## src/rtl/eth_tx_frame_arbiter_if.sv

```systemverilog
`default_nettype none
// ============================================================================
// Module      : eth_tx_frame_arbiter_if
// Description : Byte-wide AXI-stream bundle with LANES parallel lanes.
//               One instance carries all requester streams into the arbiter.
//               A single-lane instance carries the merged stream to the MAC.
// Revision    : 1.0 - initial release
// ============================================================================
interface eth_tx_frame_arbiter_if #(
    parameter int LANES = 1
);
    logic [LANES*8-1:0] tdata;
    logic [LANES-1:0]   tvalid;
    logic [LANES-1:0]   tready;
    logic [LANES-1:0]   tlast;
    logic [LANES-1:0]   tuser;

    // Source side: drives payload and framing, receives back-pressure
    modport master (
        output tdata,
        output tvalid,
        output tlast,
        output tuser,
        input  tready
    );

    // Sink side: receives payload and framing, drives back-pressure
    modport slave (
        input  tdata,
        input  tvalid,
        input  tlast,
        input  tuser,
        output tready
    );
endinterface
`default_nettype wire

```

## src/rtl/eth_tx_frame_arbiter.sv

```systemverilog
`default_nettype none
// ============================================================================
// Module      : eth_tx_frame_arbiter
// Description : Frame-granular round-robin arbiter feeding the 1G MAC TX
//               AXI-stream input from PORTS requesters. A grant is held for a
//               whole frame; a beat-count watchdog cuts runaway frames short,
//               marks the cut beat as errored and drains the remainder.
// Revision    : 1.0 - initial release
// ============================================================================
module eth_tx_frame_arbiter #(
    parameter int PORTS         = 2,
    parameter int MAX_FRAME_LEN = 1522
) (
    input  logic                   tx_clk,
    input  logic                   tx_rst_n,
    eth_tx_frame_arbiter_if.slave  s_axis,
    eth_tx_frame_arbiter_if.master m_axis,
    input  logic [PORTS-1:0]       port_en,
    output logic [1:0]             grant_idx,
    output logic                   busy,
    output logic                   frame_done,
    output logic                   frame_truncated
);

    // Counter is wide enough to hold MAX_FRAME_LEN; it never passes the last
    // legal beat index because the frame is closed or cut there.
    localparam int                 c_CNT_W     = $clog2(MAX_FRAME_LEN + 1);
    localparam logic [c_CNT_W-1:0] c_LAST_BEAT = c_CNT_W'(MAX_FRAME_LEN - 1);
    localparam logic [c_CNT_W-1:0] c_CNT_ONE   = c_CNT_W'(1);
    localparam logic [1:0]         c_RST_LAST  = 2'(PORTS - 1);

    typedef enum logic [1:0] {
        ST_IDLE = 2'd0,
        ST_PASS = 2'd1,
        ST_DROP = 2'd2
    } state_t;

    state_t             state_q, state_d;
    logic [1:0]         grant_q, grant_d;
    logic [1:0]         last_grant_q, last_grant_d;
    logic [c_CNT_W-1:0] beat_cnt_q, beat_cnt_d;

    logic [PORTS-1:0]   w_req;
    logic [PORTS-1:0]   w_sel;
    logic [PORTS-1:0]   w_s_ready;
    logic               w_pick_found;
    logic [1:0]         w_pick;
    logic [1:0]         w_cand;

    logic               w_src_valid;
    logic               w_src_last;
    logic               w_src_user;
    logic [7:0]         w_src_data;

    logic               w_at_limit;
    logic               w_m_valid;
    logic               w_m_last;
    logic               w_m_user;
    logic [7:0]         w_m_data;
    logic               w_done;
    logic               w_trunc;

    // Round-robin pick: first enabled requester after the port served last
    always_comb begin
        w_req        = s_axis.tvalid & port_en;
        w_pick_found = 1'b0;
        w_pick       = last_grant_q;
        w_cand       = last_grant_q;
        for (int k = 1; k <= PORTS; k++) begin
            w_cand = 2'((int'(last_grant_q) + k) % PORTS);
            for (int i = 0; i < PORTS; i++) begin
                if (!w_pick_found && (w_cand == 2'(i)) && w_req[i]) begin
                    w_pick_found = 1'b1;
                    w_pick       = w_cand;
                end
            end
        end
    end

    // Select the granted requester's lane onto the internal source signals
    always_comb begin
        w_sel       = '0;
        w_src_valid = 1'b0;
        w_src_last  = 1'b0;
        w_src_user  = 1'b0;
        w_src_data  = 8'h00;
        for (int i = 0; i < PORTS; i++) begin
            if (grant_q == 2'(i)) begin
                w_sel[i]    = 1'b1;
                w_src_valid = s_axis.tvalid[i];
                w_src_last  = s_axis.tlast[i];
                w_src_user  = s_axis.tuser[i];
                w_src_data  = s_axis.tdata[8*i +: 8];
            end
        end
    end

    // Next-state and output decode for IDLE / PASS / DROP
    always_comb begin
        state_d      = state_q;
        grant_d      = grant_q;
        last_grant_d = last_grant_q;
        beat_cnt_d   = beat_cnt_q;
        w_s_ready    = '0;
        w_m_valid    = 1'b0;
        w_m_last     = 1'b0;
        w_m_user     = 1'b0;
        w_m_data     = 8'h00;
        w_done       = 1'b0;
        w_trunc      = 1'b0;
        w_at_limit   = (beat_cnt_q == c_LAST_BEAT);

        case (state_q)
            ST_IDLE: begin
                // Grant is registered; the winner is served from the next cycle
                if (w_pick_found) begin
                    grant_d = w_pick;
                    state_d = ST_PASS;
                end
            end

            ST_PASS: begin
                w_m_valid = w_src_valid;
                w_s_ready = w_sel & {PORTS{m_axis.tready[0]}};
                // Payload is zeroed while invalid so the MAC never sees stale lanes.
                // The final allowed beat of an unterminated frame is closed and
                // flagged bad so the MAC aborts it.
                if (w_src_valid) begin
                    w_m_data = w_src_data;
                    w_m_last = w_src_last | w_at_limit;
                    w_m_user = w_src_user | (w_at_limit & ~w_src_last);
                end
                if (w_src_valid && m_axis.tready[0]) begin
                    if (w_src_last) begin
                        w_done       = 1'b1;
                        last_grant_d = grant_q;
                        beat_cnt_d   = '0;
                        state_d      = ST_IDLE;
                    end else if (w_at_limit) begin
                        w_done     = 1'b1;
                        w_trunc    = 1'b1;
                        beat_cnt_d = '0;
                        state_d    = ST_DROP;
                    end else begin
                        beat_cnt_d = beat_cnt_q + c_CNT_ONE;
                    end
                end
            end

            ST_DROP: begin
                // Swallow the rest of the cut frame without forwarding it
                w_s_ready = w_sel;
                if (w_src_valid && w_src_last) begin
                    last_grant_d = grant_q;
                    state_d      = ST_IDLE;
                end
            end

            default: begin
                state_d = ST_IDLE;
            end
        endcase
    end

    // State, grant and beat counter registers
    always_ff @(posedge tx_clk or negedge tx_rst_n) begin
        if (!tx_rst_n) begin
            state_q      <= ST_IDLE;
            grant_q      <= 2'd0;
            last_grant_q <= c_RST_LAST;
            beat_cnt_q   <= '0;
        end else begin
            state_q      <= state_d;
            grant_q      <= grant_d;
            last_grant_q <= last_grant_d;
            beat_cnt_q   <= beat_cnt_d;
        end
    end

    assign s_axis.tready   = w_s_ready;
    assign m_axis.tvalid   = w_m_valid;
    assign m_axis.tdata    = w_m_data;
    assign m_axis.tlast    = w_m_last;
    assign m_axis.tuser    = w_m_user;
    assign grant_idx       = grant_q;
    assign busy            = (state_q != ST_IDLE);
    assign frame_done      = w_done;
    assign frame_truncated = w_trunc;

endmodule
`default_nettype wire

```

## src/flat_wrapper.sv

```systemverilog
// flat-port wrapper written by rule: the top's interface ports become plain ports
module eth_tx_frame_arbiter_flat 
#(
    parameter int PORTS         = 2,
    parameter int MAX_FRAME_LEN = 1522
)
  (tx_clk, tx_rst_n, port_en, grant_idx, busy, frame_done, frame_truncated, s_axis_tdata, s_axis_tvalid, s_axis_tlast, s_axis_tuser, s_axis_tready, m_axis_tdata, m_axis_tvalid, m_axis_tlast, m_axis_tuser, m_axis_tready);
  eth_tx_frame_arbiter_if #(.LANES(PORTS)) s_axis_i ();
  eth_tx_frame_arbiter_if #(.LANES(1)) m_axis_i ();
  input  logic tx_clk;
  input  logic tx_rst_n;
  input  logic [PORTS-1:0] port_en;
  output logic [1:0] grant_idx;
  output logic busy;
  output logic frame_done;
  output logic frame_truncated;
  input wire logic [$bits(s_axis_i.tdata)-1:0] s_axis_tdata;
  input wire logic [$bits(s_axis_i.tvalid)-1:0] s_axis_tvalid;
  input wire logic [$bits(s_axis_i.tlast)-1:0] s_axis_tlast;
  input wire logic [$bits(s_axis_i.tuser)-1:0] s_axis_tuser;
  output wire logic [$bits(s_axis_i.tready)-1:0] s_axis_tready;
  output wire logic [$bits(m_axis_i.tdata)-1:0] m_axis_tdata;
  output wire logic [$bits(m_axis_i.tvalid)-1:0] m_axis_tvalid;
  output wire logic [$bits(m_axis_i.tlast)-1:0] m_axis_tlast;
  output wire logic [$bits(m_axis_i.tuser)-1:0] m_axis_tuser;
  input wire logic [$bits(m_axis_i.tready)-1:0] m_axis_tready;
  assign s_axis_i.tdata = s_axis_tdata;
  assign s_axis_i.tvalid = s_axis_tvalid;
  assign s_axis_i.tlast = s_axis_tlast;
  assign s_axis_i.tuser = s_axis_tuser;
  assign s_axis_tready = s_axis_i.tready;
  assign m_axis_tdata = m_axis_i.tdata;
  assign m_axis_tvalid = m_axis_i.tvalid;
  assign m_axis_tlast = m_axis_i.tlast;
  assign m_axis_tuser = m_axis_i.tuser;
  assign m_axis_i.tready = m_axis_tready;
  eth_tx_frame_arbiter #(.PORTS(PORTS), .MAX_FRAME_LEN(MAX_FRAME_LEN)) u_core (.tx_clk(tx_clk), .tx_rst_n(tx_rst_n), .s_axis(s_axis_i), .m_axis(m_axis_i), .port_en(port_en), .grant_idx(grant_idx), .busy(busy), .frame_done(frame_done), .frame_truncated(frame_truncated));
endmodule
```

## config.mk

```make
export PLATFORM = sky130hd
export DESIGN_NAME = eth_tx_frame_arbiter_flat
export DESIGN_NICKNAME = d
export VERILOG_FILES = /design/src/rtl/eth_tx_frame_arbiter_if.sv /design/src/rtl/eth_tx_frame_arbiter.sv /design/src/flat_wrapper.sv
export SDC_FILE = /design/constraint.sdc
export NUM_CORES = 1
export LEC_CHECK = 0
export ABC_AREA = 1
export CORE_MARGIN = 2
export CORE_UTILIZATION = 50
export CTS_BUF_LIST = sky130_fd_sc_hd__clkbuf_4 sky130_fd_sc_hd__clkbuf_8
export DETAILED_ROUTE_END_ITERATION = 8
export PLACE_DENSITY = 0.91
export SLEW_MARGIN = 15
export SYNTH_ARGS = -nofsm -noshare
export SYNTH_HDL_FRONTEND = slang
export SYNTH_SLANG_ARGS = --single-unit
```

## constraint.sdc

```tcl
create_clock -name tx_clk -period 4.05 [get_ports tx_clk]
set_clock_uncertainty 0.1 [all_clocks]
set_input_delay 0.6075 -clock tx_clk [delete_from_list [all_inputs] [get_ports tx_clk]]
set_output_delay 0.6075 -clock tx_clk [all_outputs]
set_load 0.03 [all_outputs]
```

Yosys cells after proc, flatten, opt, wreduce, memory -nomap -nowiden:

Index checks and enable logic that the tools add are counted.

* reduce and logical (&&, ||, !) cells: 22
* bitwise operators: 8
* mux-type cells: 45
* eq/ne operators: 11
* add/subtract/negate cells: 3

Operators with widths (number)
* $mux W8: 4
* $mux W1: 24
* $mux W2: 12
* $mux W11: 2
* $add A11 B1 Y11 const B: 1
* $eq A11 B11 Y1 const B: 1
* $logic_and A1 B1 Y1: 9
* $eq A2 B1 Y1 const B: 4
* $logic_not A2 Y1: 4
* $ne A2 B1 Y1 const B: 4
* $pmux W2 S2: 2
* $reduce_and A4 Y1: 2
* $pmux W2 S3: 1
* $and A2 B2 Y2: 2
* $reduce_and A2 Y1: 2
* $reduce_bool A2 Y1: 2
* $logic_not A1 Y1: 3
* $ne A3 B1 Y1 const B: 1
* $add A1 B1 Y1 const B: 2
* $and A1 B1 Y1 const A: 2
* $eq A2 B2 Y1 const B: 1
* $or A1 B1 Y1: 2
* $and A1 B1 Y1: 1
* $not A1 Y1: 1

* output and inout bits: 18
* register bits: 17
* input port bits: 27

Longest topological paths before layout:

Gate-level depths: netlist of run 1.

* depth after elaboration: 19
* gate-level depth with buffers: 12

Worst setup path before layout of run 1:

OpenSTA, ideal clock, no wires.

* kind: reg-to-output
* start point: register u_core.grant_q[0], in the netlist u_core.grant_idx[0]
* end point: output port m_axis_tuser
* stages on the path, launching flop included: 9
* slack: 1357 ps
* data arrival time: 1985 ps
* cells stage by stage: dfrtp_1 buf_6 nor2_4 nand2_1 nand2_2 inv_1 nor2_2 inv_2 a31oi_1

* longest elaborated chain between the ends: 8

RTL lines
* from (decl): line eth_tx_frame_arbiter.sv:39 `logic [1:0] grant_q, grant_d;`
* from (signal assigned): line eth_tx_frame_arbiter.sv:174 `grant_q <= grant_d;`
* $logic_not A2 Y1: line eth_tx_frame_arbiter.sv:88 `if (grant_q == 2'(i)) begin`
* $mux W1 (2 in series): line eth_tx_frame_arbiter.sv:88
* $not A1 Y1: line eth_tx_frame_arbiter.sv:131 `w_m_user = w_src_user | (w_at_limit & ~w_src_last);`
* $and A1 B1 Y1: line eth_tx_frame_arbiter.sv:131
* $or A1 B1 Y1: line eth_tx_frame_arbiter.sv:131
* $mux W1 (*): line eth_tx_frame_arbiter.sv:128 `if (w_src_valid) begin`
* $mux W1 (*): line eth_tx_frame_arbiter.sv:113 `case (state_q)`
* to (decl): line flat_wrapper.sv:25 `output wire logic [$bits(m_axis_i.tuser)-1:0] m_axis_tuser;`

Mark *: on every way between the ends. The rest lies on a longest branch, timed or not.

Worst setup path in the final report of run 1:

* start point: register u_core.grant_q[0], in the netlist u_core.grant_idx[0]
* end point: output port m_axis_tdata[7]

* longest elaborated chain between the ends: 5

RTL lines
* $logic_not A2 Y1: line eth_tx_frame_arbiter.sv:88
* $mux W8 / $mux W1 (equally long branches) (2 in series): line eth_tx_frame_arbiter.sv:88
* $mux W8 (*): line eth_tx_frame_arbiter.sv:128
* $mux W8 (*): line eth_tx_frame_arbiter.sv:113
* to (decl): line flat_wrapper.sv:22 `output wire logic [$bits(m_axis_i.tdata)-1:0] m_axis_tdata;`

Marks and branches as above.

==> results of run 1 <==
power groups by stage:
stage          Sequential, uW  Combinational [uW]  Clock (uW)
2_1_floorplan             163                1.32           0
3_3_place_gp              163                30.5           0
3_5_place_dp              163                30.7           0
4_1_cts                   160                30.9         110
5_1_grt                   160                32.9         116
6_report                  160                30.7         109
Yosys cell counts (all sizes together):
cell	n
ha	5
nand2	67
dfstp	1
xnor2	1
buf	3
o21ai	6
nor2	25
o32a	1
o22ai	1
nand4	4
inv	26
a21oi	11
nand3	19
dfrtp	15
a31oi	1
xor2	1
nor3	6
clkbuf	1
logic make-up after synthesis:
logic type,count (synthesis),share of synthesized area [%]
compound gates,20,9.370
xor+xnor,2,1.339
flops,16,30.69
simple gates,121,43.98
fa+ha+maj,5,4.780
buf+inv,30,9.847
registers in the layout, summed over array words and instances (netlist names):
register and cells:
u_core.last_grant_q 1, u_core.beat_cnt_q 11, u_core.state_q 2, u_core.grant_idx 2
worst paths after layout:
path	from	endpoint	slack, ns	cells after the start
worst min register to register	u_core.last_grant_q[0]	u_core.last_grant_q[0]	0.39	2
worst max-delay path	u_core.grant_idx[0]	m_axis_tdata[7]	0.76	8
min in group asynchronous	tx_rst_n	u_core.beat_cnt_q[4]	0.63	1
worst min-delay path	u_core.last_grant_q[0]	u_core.last_grant_q[0]	0.39	2
max in group asynchronous	tx_rst_n	u_core.beat_cnt_q[6]	2.76	1
worst max register to register	u_core.grant_idx[0]	u_core.beat_cnt_q[5]	2.16	8
final cells by class:
type / count / area [um2]
flip-flops and latches: 16 / 401.6
fillers: 205 / 685.7
inverters: 26 / 97.59
well taps: 30 / 37.54
repair buffers: 44 / 440.4
multi-input cells: 148 / 778.2
clock buffers: 4 / 36.28
worst max-delay path, stage by stage (launching register included):
cell and delay, ns:
dfrtp_1 0.60, nor2_4 0.35, nand2_1 0.10, nand2_2 0.13
inv_1 0.06, nor2_2 0.11, inv_2 0.10, a21oi_1 0.14
clkdlybuf4s50_1 0.69
routing by layer:
layer	vias up	part of all wire [%]	track usage [%]
li1	705	-	-
met2	58	48	44.05
met4	0	0.76	6.911
met5	-	0	0
met1	637	39	25.25
met3	4	12	5.376
through the flow:
step | setup WS (ns) | power, uW
detailed placement | 0.8953 | 193.5
floorplan | 1.357 | 164.2
CTS | 0.7563 | 301.1
global placement | 0.9040 | 193.3
global route | 0.5224 | 309.0
finish | 0.7571 | 299.5
==> impl_metrics.csv, run 1 <==
group,metric,value,unit
outcome,status,"complete, no violations",
synth,yosysSeqAreaShare,30.69,%
timing,finalCritPeriodShare,81.31,%
synth,syn_area,1309,um2
synth,avgSynthCellArea,6.746,um2
clocking,postCtsHoldBufs,0,
floorplanning,chipWidth,55.16,um
run,cap_violations,0,
timing,hold_viol,0,
power_and_ir_drop,switching_share,20.96,%
detailed_routing,wl,3288,um
worst_setup_path,startpoint_type,"flip-flop",
synth,yosysTopAreaCellShare,28.68,%
clocking,cts.sinks,16,
timing,worst_pin_slew,0.7230,ns
clocking,cts-resized-gates,0,
clocking,clkTransAtPathRegs,0.10,ns
timing,final-max-slew-violation-count,0,
power_and_ir_drop,pwr-share-comb,10.2,%
placement,port_buffers,44,
detailed_routing,firstDrtPassIters,4,
layout,finalNetCount,271,
clocking,post_cts_buffers,0,
layout,final_core_util,72.32,%
power_and_ir_drop,p_int,236.7,uW
layout,finalInstanceArea,1792,um2
layout,layout_commonest_cell,"nand2_1",
layout,area_growth,36.90,%
global_route,grt_pass1_vias,1235,
synth,ys_ff_latch,16,
floorplanning,design.die.area,3043,um2
placement,place_inst,264,
power_and_ir_drop,power_density,167.2,nW/um2
synth,synth_top_cell_by_area,"dfrtp_1",
floorplanning,ios,45,
floorplanning,start_util,52.83,%
power_and_ir_drop,ir_drop,0.2161,mV
timing,rsz0062_at_grt,"no",
worst_setup_path,worstPathRequired,3.34,ns
placement,gp_congestion,0.9210,
clocking,cts_root_buf,"clkbuf_4",
detailed_routing,via_per_inst,5.239,
timing,setup_tns,0,ns
timing,whs,0.3855,ns
hold_path,hold_path.class,"flip-flop to flip-flop",
clocking,cts_inserted_buffers,3,
power_and_ir_drop,seqPwrFrac,53.3,%
power_and_ir_drop,cellLeakagePower,0.0008409,uW
floorplanning,die_h,55.16,um
worst_setup_path,cp-end-kind,"output port",
timing,maxSlewHeadroom,51.65,%
floorplanning,core,2477,um2
synth,syn-num-nets,226,
layout,post_route_cells_drive_above_1_share,13.87,%
detailed_routing,drtIter0Drc,32,
global_route,grt_pass1_wl,5092,um
clocking,clockBufferDepth,2,
power_and_ir_drop,power_switching,62.78,uW
synth,synth_warnings,0,
global_route,grt_max_degree,18,
clocking,insertion_delay,0.29,ns
layout,antenna_cells,0,
placement,dp_hpwl,2669,um
placement,placed_area,1755,um2
global_route,overflow,0,
detailed_routing,wl_per_cell,12.27,um
worst_setup_path,cp.arrival,2.59,ns
detailed_routing,drc,0,
power_and_ir_drop,clkPwrFrac,36.4,%
synth,ys_top_cells_by_area,"dfrtp_1 29%, nand2_1 16%, nand3_1 7.3%",
clocking,cts_max_level,1,
timing,period_minus_slack,3.293,ns
synth,netlist_instances,194,
floorplanning,row_count,18,
global_route,grt_usage,23.18,%
worst_setup_path,worstPathMaxFanout,17,
detailed_routing,ant_nets,0,
timing,setup_violations,0,
global_route,antenna_found_initial,0,
synth,synth_cell_types,28,
worst_setup_path,path_class,"flip-flop to output port",
clocking,cts_tree,"yes",
layout,final_cell_count_no_fill,268,
detailed_routing,vias,1404,
timing,max_clock_freq,303.7,MHz
layout,layout_common_cells,"56 x nand2_1, 44 x clkdlybuf4s50_1, 20 x nor2_1",
Note: power is estimated with default switching activity, not from simulation.
==> run 2: changes to the inputs <==
--- a/config.mk
+++ b/config.mk
@@ -7,10 +7,10 @@
 export LEC_CHECK = 0
 export ABC_AREA = 1
 export CORE_MARGIN = 2
-export CORE_UTILIZATION = 50
+export CORE_UTILIZATION = 47
 export CTS_BUF_LIST = sky130_fd_sc_hd__clkbuf_4 sky130_fd_sc_hd__clkbuf_8
 export DETAILED_ROUTE_END_ITERATION = 8
-export PLACE_DENSITY = 0.91
+export PLACE_DENSITY = 0.87
 export SLEW_MARGIN = 15
 export SYNTH_ARGS = -nofsm -noshare
 export SYNTH_HDL_FRONTEND = slang
==> constraint.sdc (replaced) <==
create_clock -name tx_clk -period 3.2 [get_ports tx_clk]
set_clock_uncertainty 0.1 [all_clocks]
set_input_delay 0.48 -clock tx_clk [delete_from_list [all_inputs] [get_ports tx_clk]]
set_output_delay 0.48 -clock tx_clk [all_outputs]
set_load 0.03 [all_outputs]
==> run 2 against run 1 <==
Compared with the run above:
- wire length decreased by 7.7%
- utilization decreased by 5.8 points
- die area is 5.9% higher
- register-to-register slack worse by 0.58 ns
- worst setup slack lost 0.49 ns
- non-clock buffer count rose by 2
- count of clock-buffer cells in the layout unchanged
- cell count increased by 1.1%
- critical path type unchanged
- highest routed layer unchanged
==> impl_metrics.csv, run 2 (synthesized netlist as in run 1, its figures left out) <==
group,metric,value,unit
detailed_routing,drtIter0Drc,60,
detailed_routing,drc,0,
clocking,cts-resized-gates,0,
worst_setup_path,startpoint_type,"flip-flop",
hold_path,hold_depth,2,
layout,largest_register_ff_count,11,
worst_setup_path,cp-end-kind,"output port",
floorplanning,die_h,56.77,um
clocking,cts_tree,"yes",
worst_setup_path,worstPathMaxFanout,10,
timing,max_clock_freq,340.9,MHz
detailed_routing,firstDrtPassIters,4,
global_route,grt_pass1_wl,5333,um
layout,final_cell_count_no_fill,271,
layout,antenna_cells,0,
clocking,cts_inserted_buffers,3,
timing,period_minus_slack,2.933,ns
layout,finalInstanceArea,1802,um2
timing,setup_tns,0,ns
placement,dp_hpwl,2389,um
global_route,grt_usage,20.50,%
detailed_routing,wl_per_cell,11.20,um
global_route,grt_max_degree,17,
power_and_ir_drop,power_density,202.8,nW/um2
clocking,cts_max_level,1,
worst_setup_path,cp.arrival,2.35,ns
timing,worst_pin_slew,0.7125,ns
worst_setup_path,path_class,"flip-flop to output port",
layout,fill_cells,242,
global_route,grt_pass1_vias,1252,
layout,final_core_util,66.48,%
clocking,clockBufferDepth,2,
global_route,antenna_found_initial,0,
hold_path,hold_path.class,"flip-flop to flip-flop",
placement,place_inst,267,
timing,hold_viol,0,
power_and_ir_drop,cellLeakagePower,0.0008492,uW
layout,layout_commonest_cell,"nand2_1",
layout,finalNetCount,273,
detailed_routing,ant_nets,0,
placement,port_buffers,44,
layout,post_route_cells_drive_above_1_share,14.58,%
power_and_ir_drop,ir_drop,0.2824,mV
floorplanning,design.die.area,3223,um2
worst_setup_path,worstPathRequired,2.62,ns
layout,largest-register,"u_core.beat_cnt_q",
outcome,status,"complete, no violations",
timing,rsz0062_at_grt,"no",
clocking,insertion_delay,0.30,ns
timing,finalCritPeriodShare,91.66,%
timing,maxSlewHeadroom,52.35,%
layout,area_growth,37.67,%
clocking,clkTransAtPathRegs,0.09,ns
floorplanning,core,2710,um2
global_route,overflow,0,
timing,setup_violations,0,
worst_setup_path,worstRegToRegCells,8,
clocking,post_cts_buffers,0,
placement,gp_congestion,0.8167,
power_and_ir_drop,power.total,365.3,uW
clocking,postCtsHoldBufs,0,
timing,final-max-slew-violation-count,0,
clocking,cts_root_buf,"clkbuf_4",
run,cap_violations,0,
floorplanning,ios,45,
detailed_routing,wl,3036,um
floorplanning,start_util,48.29,%
layout,layout_common_cells,"56 x nand2_1, 44 x clkdlybuf4s50_1, 20 x nor2_1",
floorplanning,row_count,19,
detailed_routing,via_per_inst,4.904,
clocking,cts.sinks,16,
floorplanning,chipWidth,56.77,um
placement,placed_area,1772,um2
detailed_routing,vias,1329,
## run 2: cell types whose count changed in the layout (fill, tap and decap cells not counted)
cell,change
buf_4,+2
clkbuf_4,+1
clkbuf_8,-1
## run 2: layer usage
layer	wire length, um	vias up	global-route usage (%)
li1	-	708	-
met1	1424	579	28.06
met2	1352	37	32.72
met3	212	5	3.456
met4	46	0	6.977
met5	0	-	0
## run 2: path summary, 6_finish.rpt
path	start	end	slack, ns
max in group asynchronous	tx_rst_n	u_core.beat_cnt_q[9]	2.05
setup / recovery	u_core.grant_idx[0]	m_axis_tuser	0.27
min in group asynchronous	tx_rst_n	u_core.beat_cnt_q[5]	0.49
hold reg to reg	u_core.last_grant_q[0]	u_core.last_grant_q[0]	0.37
setup reg to reg	u_core.grant_idx[0]	u_core.beat_cnt_q[7]	1.58
hold / removal	u_core.last_grant_q[0]	u_core.last_grant_q[0]	0.37
## run 2: stage by stage
step                      hold slack, ns  setup slack, ns
after floorplan                  0.08441           0.6348
after global placement            0.3536           0.3377
after detailed placement          0.3595           0.2852
after CTS                         0.3740           0.2488
after global routing              0.4166          0.06237
final                             0.3687           0.2670
## run 2: layout make-up
cell class              instances  area [um2]  area share (%)
multi-input cells             148       778.2           43.19
flip-flops and latches         16       401.6           22.29
repair buffers                 46       455.4           25.28
inverters                      26       97.59           5.417
well taps                      31       38.79           2.153
clock buffers                   4       30.03           1.667
## run 2: where the power goes
group | internal, uW | switching [uW] | leakage [uW]
clock network | 57.2 | 67.9 | 0.0000184
registers | 202 | 0 | 0.000178
logic | 28.0 | 10.2 | 0.000653
total | 287 | 78.0 | 0.000849
## run 2: critical path: stages, from the launching register on
cell and delay (ns):
dfrtp_1 0.50, nor2_4 0.23, nand2_1 0.09, nand2_2 0.12
inv_1 0.06, nor2_2 0.11, inv_2 0.11, a31oi_1 0.16
clkdlybuf4s50_1 0.69
==> run 3: changes to the inputs <==
--- a/config.mk
+++ b/config.mk
@@ -11,6 +11,7 @@
 export CTS_BUF_LIST = sky130_fd_sc_hd__clkbuf_4 sky130_fd_sc_hd__clkbuf_8
 export DETAILED_ROUTE_END_ITERATION = 8
 export PLACE_DENSITY = 0.87
+export SKIP_LAST_GASP = 1
 export SLEW_MARGIN = 15
 export SYNTH_ARGS = -nofsm -noshare
 export SYNTH_HDL_FRONTEND = slang
==> results of run 3 <==
Same layout as run 2: the final DEF is identical, and so are final timing and power.
